## src/rtl/keypad_emulator.sv

```systemverilog
// rtl/keypad_emulator.sv - 4x4 matrix keypad responder driving active-low rows on column scan
// Optional contact bounce at press/release edges: define KEYPAD_EMU_BOUNCE_EN.
module keypad_emulator #(
    parameter int PRESS_CYCLES   = 200000,
    parameter int RELEASE_CYCLES = 100000,
    parameter int BOUNCE_CYCLES  = 2000,
    parameter int BOUNCE_TOGGLE  = 250
) (
    input  logic       clk,
    input  logic       reset,
    input  logic [3:0] key_code,
    input  logic       key_valid,
    output logic       key_ready,
    input  logic [3:0] columnas,
    output logic [3:0] filas,
    output logic       busy,
    output logic       done
);

    localparam int MAX_PR    = (PRESS_CYCLES > RELEASE_CYCLES) ? PRESS_CYCLES : RELEASE_CYCLES;
    localparam int MAX_BT    = (BOUNCE_CYCLES > BOUNCE_TOGGLE) ? BOUNCE_CYCLES : BOUNCE_TOGGLE;
    localparam int MAX_TIMED = (MAX_PR > MAX_BT) ? MAX_PR : MAX_BT;
    localparam int CNT_W     = $clog2(MAX_TIMED + 1);

    localparam logic [CNT_W-1:0] PRESS_LOAD   = CNT_W'(PRESS_CYCLES - 1);
    localparam logic [CNT_W-1:0] RELEASE_LOAD = CNT_W'(RELEASE_CYCLES - 1);

`ifdef KEYPAD_EMU_BOUNCE_EN
    localparam int TOG_W = $clog2(BOUNCE_TOGGLE + 1);
    localparam logic [CNT_W-1:0] BOUNCE_LOAD = CNT_W'(BOUNCE_CYCLES - 1);
    localparam logic [TOG_W-1:0] TOG_LOAD    = TOG_W'(BOUNCE_TOGGLE - 1);

    typedef enum logic [2:0] {
        S_IDLE, S_BOUNCE_IN, S_HOLD, S_BOUNCE_OUT, S_GAP
    } state_t;

    logic [TOG_W-1:0] tog_cnt;
    logic             bounce_contact;
`else
    typedef enum logic [1:0] {
        S_IDLE, S_HOLD, S_GAP
    } state_t;
`endif

    state_t           state;
    logic [CNT_W-1:0] cnt;
    logic [1:0]       tcol;
    logic [1:0]       trow;
    logic             contact;

    // Returns {column, row} of the key in the reader's code map.
    function automatic logic [3:0] decode(input logic [3:0] code);
        case (code)
            4'h1: decode = {2'd0, 2'd0};
            4'h4: decode = {2'd0, 2'd1};
            4'h7: decode = {2'd0, 2'd2};
            4'hE: decode = {2'd0, 2'd3};
            4'h2: decode = {2'd1, 2'd0};
            4'h5: decode = {2'd1, 2'd1};
            4'h8: decode = {2'd1, 2'd2};
            4'h0: decode = {2'd1, 2'd3};
            4'h3: decode = {2'd2, 2'd0};
            4'h6: decode = {2'd2, 2'd1};
            4'h9: decode = {2'd2, 2'd2};
            4'hC: decode = {2'd2, 2'd3};
            4'hA: decode = {2'd3, 2'd0};
            4'hB: decode = {2'd3, 2'd1};
            4'hD: decode = {2'd3, 2'd2};
            default: decode = {2'd3, 2'd3};
        endcase
    endfunction

    always_comb begin
        contact = 1'b0;
        case (state)
            S_HOLD:       contact = 1'b1;
`ifdef KEYPAD_EMU_BOUNCE_EN
            S_BOUNCE_IN,
            S_BOUNCE_OUT: contact = bounce_contact;
`endif
            default:      contact = 1'b0;
        endcase
    end

    always_ff @(posedge clk) begin
        if (reset) begin
            state     <= S_IDLE;
            cnt       <= '0;
            tcol      <= '0;
            trow      <= '0;
            filas     <= 4'b1111;
            key_ready <= 1'b1;
            busy      <= 1'b0;
            done      <= 1'b0;
`ifdef KEYPAD_EMU_BOUNCE_EN
            tog_cnt        <= '0;
            bounce_contact <= 1'b0;
`endif
        end else begin
            // Only the selected column matters, so non-one-hot scans are harmless.
            filas <= (contact && !columnas[tcol]) ? ~(4'b0001 << trow) : 4'b1111;
            done  <= 1'b0;

`ifdef KEYPAD_EMU_BOUNCE_EN
            if (state == S_BOUNCE_IN || state == S_BOUNCE_OUT) begin
                if (tog_cnt == '0) begin
                    bounce_contact <= ~bounce_contact;
                    tog_cnt        <= TOG_LOAD;
                end else begin
                    tog_cnt <= tog_cnt - TOG_W'(1);
                end
            end
`endif

            case (state)
                S_IDLE: begin
                    if (key_valid && key_ready) begin
                        {tcol, trow} <= decode(key_code);
                        key_ready    <= 1'b0;
                        busy         <= 1'b1;
`ifdef KEYPAD_EMU_BOUNCE_EN
                        state          <= S_BOUNCE_IN;
                        cnt            <= BOUNCE_LOAD;
                        bounce_contact <= 1'b1;
                        tog_cnt        <= TOG_LOAD;
`else
                        state <= S_HOLD;
                        cnt   <= PRESS_LOAD;
`endif
                    end
                end
`ifdef KEYPAD_EMU_BOUNCE_EN
                S_BOUNCE_IN: begin
                    if (cnt == '0) begin
                        state <= S_HOLD;
                        cnt   <= PRESS_LOAD;
                    end else begin
                        cnt <= cnt - CNT_W'(1);
                    end
                end
`endif
                S_HOLD: begin
                    if (cnt == '0) begin
`ifdef KEYPAD_EMU_BOUNCE_EN
                        state          <= S_BOUNCE_OUT;
                        cnt            <= BOUNCE_LOAD;
                        bounce_contact <= 1'b0;
                        tog_cnt        <= TOG_LOAD;
`else
                        state <= S_GAP;
                        cnt   <= RELEASE_LOAD;
`endif
                    end else begin
                        cnt <= cnt - CNT_W'(1);
                    end
                end
`ifdef KEYPAD_EMU_BOUNCE_EN
                S_BOUNCE_OUT: begin
                    if (cnt == '0) begin
                        state <= S_GAP;
                        cnt   <= RELEASE_LOAD;
                    end else begin
                        cnt <= cnt - CNT_W'(1);
                    end
                end
`endif
                S_GAP: begin
                    if (cnt == '0) begin
                        state     <= S_IDLE;
                        done      <= 1'b1;
                        key_ready <= 1'b1;
                        busy      <= 1'b0;
                    end else begin
                        cnt <= cnt - CNT_W'(1);
                    end
                end
                default: begin
                    state     <= S_IDLE;
                    key_ready <= 1'b1;
                    busy      <= 1'b0;
                end
            endcase
        end
    end

endmodule
```

## config.mk

```make
export PLATFORM = sky130hd
export DESIGN_NAME = keypad_emulator
export DESIGN_NICKNAME = d
export VERILOG_FILES = /design/src/rtl/keypad_emulator.sv
export SDC_FILE = /design/constraint.sdc
export NUM_CORES = 1
export LEC_CHECK = 0
export ABC_AREA = 0
export BUFFER_PORTS_ARGS = -buffer_cell sky130_fd_sc_hd__buf_2
export CAP_MARGIN = 20
export CORE_UTILIZATION = 42
export DETAILED_ROUTE_END_ITERATION = 12
export PLACE_DENSITY_LB_ADDON = 0.3
export RECOVER_POWER = 100
export REMOVE_ABC_BUFFERS = 1
export SETUP_SLACK_MARGIN = 0.15
export SYNTH_ARGS = -nofsm -noshare
export SYNTH_HDL_FRONTEND = slang
export SYNTH_SLANG_ARGS = --single-unit
```

## constraint.sdc

```tcl
create_clock -name clk -period 2.8 [get_ports clk]
set_clock_uncertainty 0.1 [all_clocks]
set_input_delay 0.42 -clock clk [delete_from_list [all_inputs] [get_ports clk]]
set_output_delay 0.42 -clock clk [all_outputs]
set_load 0.005 [all_outputs]
```

== Yosys cells after proc, flatten, opt, wreduce, memory -nomap -nowiden ==
Memory sizes are Yosys's and may differ from the RTL's. A register that Yosys moved wholly into a read port is not among the register bits.
Index checks and enable logic that the tools add are counted.
Cells by class
  reductions and logical operators: 12
  add/sub/neg operators: 1
  multiplexer cells: 18
  div/mod/pow operators: 0
  equality and inequality tests: 6
  multipliers: 0
  $lt $le $gt $ge: 1
  shift-type cells: 1
  bitwise logic cells: 4
Operator list (count)
  $mux W18: 3
  $pmux W18 S3: 1
  $logic_not A18 Y1: 1
  $sub A18 B1 Y18 const B: 1
  $reduce_and A3 Y1: 3
  $ne A2 B2 Y1 const B: 4
  $mux W1: 7
  $mux W2: 3
  $pmux W1 S3: 2
  $pmux W2 S3: 1
  $not A4 Y4: 1
  $reduce_or A2 Y1: 2
  $shl A1 B2 Y4 const A: 1
  $lt A2 B3 Y1 const B: 1
  $not A1 Y1: 3
  $reduce_bool A3 Y1: 1
  $bmux W1 S2: 1
  $eq A2 B1 Y1 const B: 1
  $eq A2 B2 Y1 const B: 1
  $logic_and A1 B1 Y1: 2
  $logic_not A2 Y1: 1
  $reduce_and A2 Y1: 1
  $logic_not A1 Y1: 1
Word-level totals
  output and inout port bits: 7
  bits in latches: 0
  memories: 1
  input bits: 11
  bits in writable memories: 0
  logic and storage cells: 50
  bits in read-only memories: 64
  flip-flop bits (word level): 27
Memory list
  (name not given): words 16, bits a word 4, read ports 1, clocked after memory_dff 1, wr ports 0, line 53  | case (code)

== Depth between registers and ports, before layout ==
Gate-level depths: netlist of the first run.
  depth after elaboration: 6
  depth in mapped cells: 8
  depth with buffers taken out: 7

== Least setup slack after synthesis of the first run ==
Ideal clock, no wire load.
  kind: reg-to-reg
  from: register state[0]
  to: register cnt[8]
  path buffers: 1
  library setup time: 0.117 ns
  arrival: 1.884 ns
  cell stages (with the launch flop): 9
  period minus slack after synthesis: 2.101 ns
  data required time: 2.583 ns
  path slack: 0.699 ns
  cells stage by stage: dfxtp_1 > inv_1 > ha_1 > a21boi_1 > nor2_1 > o21a_1 > clkbuf_1 > o21ai_1 > a32o_1
Between the ends
  longest elaborated chain between the ends: 3
  elaborated cells between the ends (all ways): 8
  those cells by class: eq/ne (4); mux (1); reduce/logical (3)
RTL lines
  start, declared: line 45  | state_t state;
  start signal, assigned: line 87  | state <= S_IDLE;
  start signal, assigned: line 127  | state <= S_HOLD;
  start signal, assigned: line 150  | state <= S_GAP;
  $eq A2 B2 Y1 (tied with other cells): line 115  | case (state)
  $ne A2 B2 Y1 (no source line) or $reduce_bool A3 Y1 (tied branches)
  $reduce_and A3 Y1 (no source line)
  end signal, assigned: line 154  | cnt <= cnt - CNT_W'(1);
  end signal, assigned: line 174  | cnt <= cnt - CNT_W'(1);
  end, declared: line 46  | logic [CNT_W-1:0] cnt;
Parallel ways exist; a longest one is shown, timed or not.
A chain may end at the register's enable or synchronous reset.

== Worst setup path in the final report of the first run ==
  from: register cnt[0]
  to: register state[1]
Between the ends
  longest elaborated chain between the ends: 3
  elaborated cells between the ends (all ways): 4
  those cells by class: eq/ne (2); reduce/logical (2)
RTL lines
  $logic_not A18 Y1 *: line 143, 168
  $ne A2 B2 Y1 (no source line)
  $reduce_and A3 Y1 (no source line) *
  end signal, assigned: line 150
  end signal, assigned: line 169  | state <= S_IDLE;
  end signal, assigned: line 178  | state <= S_IDLE;
Every way passes the cells marked *; elsewhere a longest branch is shown, timed or not.

==> run_results.csv, run 1 <==
group,metric,value,unit
placed_design,place_ws,349,ps
cells_and_area,drive_gt1_frac,0.134,
yosys,synth_top_area_cell,"dfxtp_1",
timing,post-route-period-util,0.880,
yosys,synth_top_family_by_area,"compound AO/OA/AOI/OAI gates",
hold_path,holdCritPathClass,"reg -> reg",
yosys,synth_area_per_cell,8.00,µm²
worst_setup_path,crit_required,2920,ps
cells_and_area,final_cells,297,
timing,rsz0062_at_grt,"false",
worst_setup_path,crit_path_max_fanout,7,
global_routing,antenna_found_initial,0,
timing,whs,332,ps
floorplanning,ios,18,
yosys,synth_compound_area_frac,0.330,
flow_run,maxCapViolations,0,
timing,period_needed,2460,ps
worst_setup_path,critPathLaunch,"cnt[0]",
routing,firstDrtPassIters,6,
global_routing,grt_max_degree,20,
cells_and_area,fin_util,0.502,
floorplanning,rows,23,
floorplanning,dieArea,4530,µm²
cells_and_area,antenna-diode-count,0,
placed_design,dp.cells,289,
cts,clockBufferDepth,2,
yosys,ys_seq_elements,31,
worst_setup_path,cp.arrival,2580,ps
timing,hold_viol_final,0,
yosys,synth_top_area_frac,0.346,
power_and_ir_drop,p_leak,0.789,nW
cells_and_area,fin_nets,262,
yosys,synthMuxAreaShare,0.0119,
floorplanning,core_area,4060,µm²
routing,wl_per_cell,15.2,µm
routing,finalWirelength,4520,µm
floorplanning,die-height,67.3,µm
routing,vias,1837,
cells_and_area,syn2layout_area_growth,13.6,%
worst_setup_path,cp-start-kind,"flip-flop",
yosys,synth_area,1790,µm²
timing,tightest_slew,759,ps
power_and_ir_drop,power.switching,0.450,mW
worst_setup_path,cp-end-kind,"flip-flop",
power_and_ir_drop,p_per_area,622,nW/µm²
yosys,yosys_warnings,0,
cells_and_area,multiInputGateArea,1110,µm²
cells_and_area,regArea,621,µm²
hold_path,hold_start,"trow[1]",
cts,htree_num_levels,2,
routing,drc_errors,0,
placed_design,numPortBuffers,17,
routing,viasPerCell,6.19,
routing,first_iter_violations,130,
yosys,synthFlopType,"dfxtp_1",
power_and_ir_drop,p_int,0.815,mW
yosys,seq_area_frac_synth,0.346,
placed_design,place_congestion,0.883,
timing,worst_slack,337,ps
floorplanning,fp.dieW,67.3,µm
yosys,synth_xor_area_frac,0.00489,
yosys,async_reset_ff_frac,0,
worst_setup_path,r2r-start,"cnt[0]",
yosys,synthAdderAreaFrac,0.0349,
yosys,synth_area_leaders,"dfxtp_1, o21ai_0, nand3_1, a21oi_1, ha_1",
status,status,"complete, no violations",
cts,clk_pin_slew_worst_paths,60,ps
yosys,netlist_instances,224,
floorplanning,initial_core_util,0.442,
placed_design,place_hpwl,3240,µm
power_and_ir_drop,comb_power_share,0.309,
yosys,synth_edf_count,0,
routing,final_antenna_net_count,0,
timing,slew_headroom,0.489,
power_and_ir_drop,p_clk_frac,0.265,
timing,slew_violations,0,
cts,root_buffer,"clkbuf_8",
global_routing,grt_use_total,0.233,
yosys,ys_types,51,
global_routing,grt_pass1_vias,1674,
power_and_ir_drop,irDropWorstVdd,279,µV
cts,cts.sinks,31,
timing,fmax,0.406,GHz
cts,cts_tree,"done",
yosys,synth_common_cells,"dfxtp_1, o21ai_0, nor2_1",
power_and_ir_drop,p_seq_frac,0.426,
timing,setup_tns,0,ps
global_routing,grt_overflow,0,
power_and_ir_drop,swShare,0.356,
cts,clkLatencyLatePin,280,ps
global_routing,grt_pass1_wl,7870,µm
yosys,synthSimpleGateAreaFrac,0.235,
cts,numCtsBuffers,5,
timing,finalSetupViolCount,0,
worst_setup_path,crit_type,"reg -> reg",
yosys,yosys.cell_count.top_type,"dfxtp_1",
cells_and_area,fill_cells,386,
==> path summary, 6_finish.rpt <==
kind	endpoint	slack, ps	cells after the start
max	state[1]	340	7
max reg2reg	state[1]	340	7
min reg2reg	filas[2]	330	1
min	filas[2]	330	1
==> power by group through the flow <==
stage | Sequential [mW] | Clock, mW | Combinational (mW)
finish | 0.539 | 0.335 | 0.391
global route | 0.548 | 0.362 | 0.430
CTS | 0.535 | 0.343 | 0.385
detailed placement | 0.545 | 0 | 0.384
global placement | 0.544 | 0 | 0.386
floorplan | 0.533 | 0 | 0.263
==> state kept, by name, indices dropped and copies added (netlist names) <==
signal	count
cnt	18
filas	4
state	2
tcol	2
trow	2
busy	1
done	1
key_ready	1
==> critical path: stages, from the launching register on <==
cell,delay (ps)
dfxtp_1,340
inv_1,80
ha_1,200
or4b_1,540
nor2_1,380
nand2_1,310
o31a_1,310
a21oi_1,130
==> per-layer routing <==
layer,routed length [µm],vias to the layer above,global-route usage
met1,2070,856,0.312
met2,2020,72,0.369
li1,-,902,-
met5,0,-,0
met3,379,7,0.0490
met4,56,0,0.0745
==> placed cells by master (no fill, tap or decap), types with 4 or more instances in the layout <==
| cell | instances |
|---|---|
| a21o_1 | 5 |
| a21oi_1 | 14 |
| a31oi_1 | 8 |
| a32o_1 | 4 |
| buf_2 | 13 |
| buf_4 | 6 |
| clkbuf_1 | 7 |
| clkbuf_8 | 5 |
| dfxtp_1 | 31 |
| ha_1 | 5 |
| inv_1 | 8 |
| nand2_1 | 11 |
| nand2b_1 | 4 |
| nand3_1 | 15 |
| nor2_1 | 17 |
| nor3_1 | 5 |
| nor4_1 | 4 |
| o21ai_0 | 29 |
| o21ai_1 | 5 |
==> through the flow <==
| step | area [µm²] | power, mW |
|---|---|---|
| after floorplan | 1760 | 0.796 |
| after global placement | 1960 | 0.930 |
| after detailed placement | 1960 | 0.928 |
| after CTS | 2040 | 1.26 |
| after global routing | 2040 | 1.34 |
| final | 2040 | 1.27 |
==> repair_timing <==
action / in CTS / in global routing
hold buffers: 0 / 0
hold endpoints to repair: 0 / 0
gates resized for setup: 0 / 1
endpoints found under the setup margin: 0 / 8
buffers inserted: 0 / 0
==> area by class of cell <==
class / count / share of cell area
Timing Repair Buffer: 24 / 0.0633
Multi-Input combinational cell: 176 / 0.546
Clock buffer: 7 / 0.0375
Tap cell: 50 / 0.0307
Sequential cell: 31 / 0.305
Clock inverter: 1 / 0.00246
Inverter: 8 / 0.0148
==> cells by family after synthesis <==
| kind of cell | count (synthesis) |
|---|---|
| compound gates | 91 |
| xor+xnor | 1 |
| fa+ha+maj | 5 |
| buf+inv | 17 |
| flops | 31 |
| mux | 2 |
| simple gates | 77 |
Note: power is estimated with default switching activity, not from simulation.
==> run 2: changes to the inputs <==
--- a/config.mk
+++ b/config.mk
@@ -10,6 +10,7 @@
 export CAP_MARGIN = 20
 export CORE_UTILIZATION = 42
 export DETAILED_ROUTE_END_ITERATION = 12
+export HOLD_SLACK_MARGIN = 0.02
 export PLACE_DENSITY_LB_ADDON = 0.3
 export RECOVER_POWER = 100
 export REMOVE_ABC_BUFFERS = 1
==> constraint.sdc (replaced) <==
create_clock -name clk -period 2.8 [get_ports clk]
set_clock_uncertainty 0.1 [all_clocks]
set_input_delay 0.42 -clock clk [delete_from_list [all_inputs] [get_ports clk]]
set_output_delay 0.42 -clock clk [all_outputs]
set_load 0.02 [all_outputs]
==> run_results.csv, run 2 (synthesis results as in run 1) <==
group,metric,value,unit
worst_setup_path,cp_slowest_stage_delay,530,ps
floorplanning,die-height,67.3,µm
power_and_ir_drop,p_leak,0.779,nW
cells_and_area,multiInputGateArea,1110,µm²
hold_path,hold_start,"trow[1]",
global_routing,grt_pass1_vias,1674,
floorplanning,core_area,4060,µm²
placed_design,place_hpwl,3240,µm
routing,viasPerCell,6.13,
global_routing,grt-busiest-layer,"met2",
timing,rsz0062_at_grt,"false",
floorplanning,dieArea,4530,µm²
timing,tightest_slew,732,ps
hold_path,holdCritPathClass,"reg -> reg",
global_routing,antenna_found_initial,0,
status,status,"complete, no violations",
timing,fmax,0.410,GHz
power_and_ir_drop,p_per_area,624,nW/µm²
cts,cts_resized,0,
cts,cts.sinks,31,
worst_setup_path,cp-start-kind,"flip-flop",
cells_and_area,drive_gt1_frac,0.121,
cells_and_area,syn2layout_area_growth,13.4,%
timing,worst_slack,359,ps
worst_setup_path,crit_required,2910,ps
cells_and_area,top_register,"cnt",
placed_design,place_ws,349,ps
floorplanning,ios,18,
cells_and_area,final_cell_mix,"dfxtp_1, o21ai_0, nor2_1, nand3_1, a21oi_1",
cts,numCtsBuffers,5,
cells_and_area,largest_reg_flops,18,
worst_setup_path,crit_chain,"inv_1 -> ha_1 -> or4b_1 -> nor2_1 -> nand2_1 -> o31a_1 -> a21oi_1",
cells_and_area,regArea,621,µm²
timing,post-route-period-util,0.872,
routing,finalWirelength,4540,µm
routing,firstDrtPassIters,4,
worst_setup_path,r2r-start,"cnt[0]",
worst_setup_path,cp-end-kind,"flip-flop",
global_routing,met3_usage,0.0490,
global_routing,grt_use_total,0.233,
cells_and_area,antenna-diode-count,0,
cts,cts_setup_buffers,0,
global_routing,grt_pass1_wl,7870,µm
floorplanning,rows,23,
cts,clkLatencyLatePin,280,ps
global_routing,grtUsageMet1,0.312,
timing,hold_viol_final,0,
cts,clk_pin_slew_worst_paths,60,ps
flow_run,maxCapViolations,0,
cts,root_buffer,"clkbuf_8",
routing,final_antenna_net_count,0,
cts,cts_hold_buf,0,
placed_design,numPortBuffers,17,
cts,clockBufferDepth,2,
power_and_ir_drop,irDropWorstVdd,279,µV
cells_and_area,reg_top3,"cnt: 18 flops, filas: 4 flops",
cells_and_area,fin_nets,262,
timing,slew_violations,0,
worst_setup_path,crit_type,"reg -> reg",
global_routing,grt_overflow,0,
routing,vias,1822,
placed_design,place_congestion,0.883,
worst_setup_path,cp.arrival,2550,ps
floorplanning,initial_core_util,0.442,
worst_setup_path,slowest_stage,"or4b_1",
worst_setup_path,crit_path_max_fanout,7,
cells_and_area,layout_commonest_cell,"dfxtp_1",
cells_and_area,fill_cells,388,
cts,htree_num_levels,2,
timing,finalSetupViolCount,0,
timing,slew_headroom,0.507,
cts,cts_tree,"done",
routing,first_iter_violations,125,
timing,period_needed,2440,ps
floorplanning,fp.dieW,67.3,µm
global_routing,met2_usage,0.369,
routing,wl_per_cell,15.3,µm
routing,drc_errors,0,
worst_setup_path,critPathLaunch,"cnt[0]",
global_routing,grt_max_degree,20,
timing,setup_tns,0,ps
## run 2: cell types whose count changed in the layout (fill, tap and decap cells not counted)
cell | before | now
buf_2 | 13 | 10
clkbuf_1 | 7 | 10
## run 2: metrics by stage
| step | power, mW | instances | area, µm² | utilization | hold WS (ps) |
|---|---|---|---|---|---|
| after floorplan | 0.801 | 215 | 1760 | - | 284 |
| after global placement | 0.936 | 289 | 1960 | 0.482 | 307 |
| after detailed placement | 0.934 | 289 | 1960 | 0.482 | 318 |
| after CTS | 1.27 | 297 | 2040 | 0.502 | 336 |
| after global routing | 1.34 | 297 | 2030 | 0.501 | 352 |
| final | 1.27 | 297 | 2030 | 0.501 | 330 |
## run 2: worst paths after layout
check / endpoint / slack [ps] / cells past startpoint
max: state[1] / 360 / 7
max reg2reg: state[1] / 360 / 7
min: filas[2] / 330 / 1
min reg2reg: filas[2] / 330 / 1
## run 2: per-layer routing
metal | share of wire | vias to the layer above
met5 | 0 | -
met4 | 0.011 | 0
met3 | 0.098 | 6
met1 | 0.44 | 837
li1 | - | 904
met2 | 0.45 | 75
## run 2: critical path, delay by kind of cell, from the launching register on
family	cells	cell delay, ps
fa+ha+maj	1	200
compound gates	2	440
simple gates	3	1210
flops	1	340
buf+inv	1	80
## run 2: cell type report
cell class | count | area share
well taps | 50 | 0.0308
multi-input cells | 176 | 0.547
flip-flops and latches | 31 | 0.305
clock buffers | 7 | 0.0376
clock inverters | 1 | 0.00246
repair buffers | 24 | 0.0616
inverters | 8 | 0.0148
## run 2: where the power goes
part	internal (mW)	switching, mW	leakage [nW]
sequential	0.486	0.0534	0.255
clock	0.174	0.160	0.0422
combinational	0.155	0.240	0.482
total	0.814	0.453	0.779
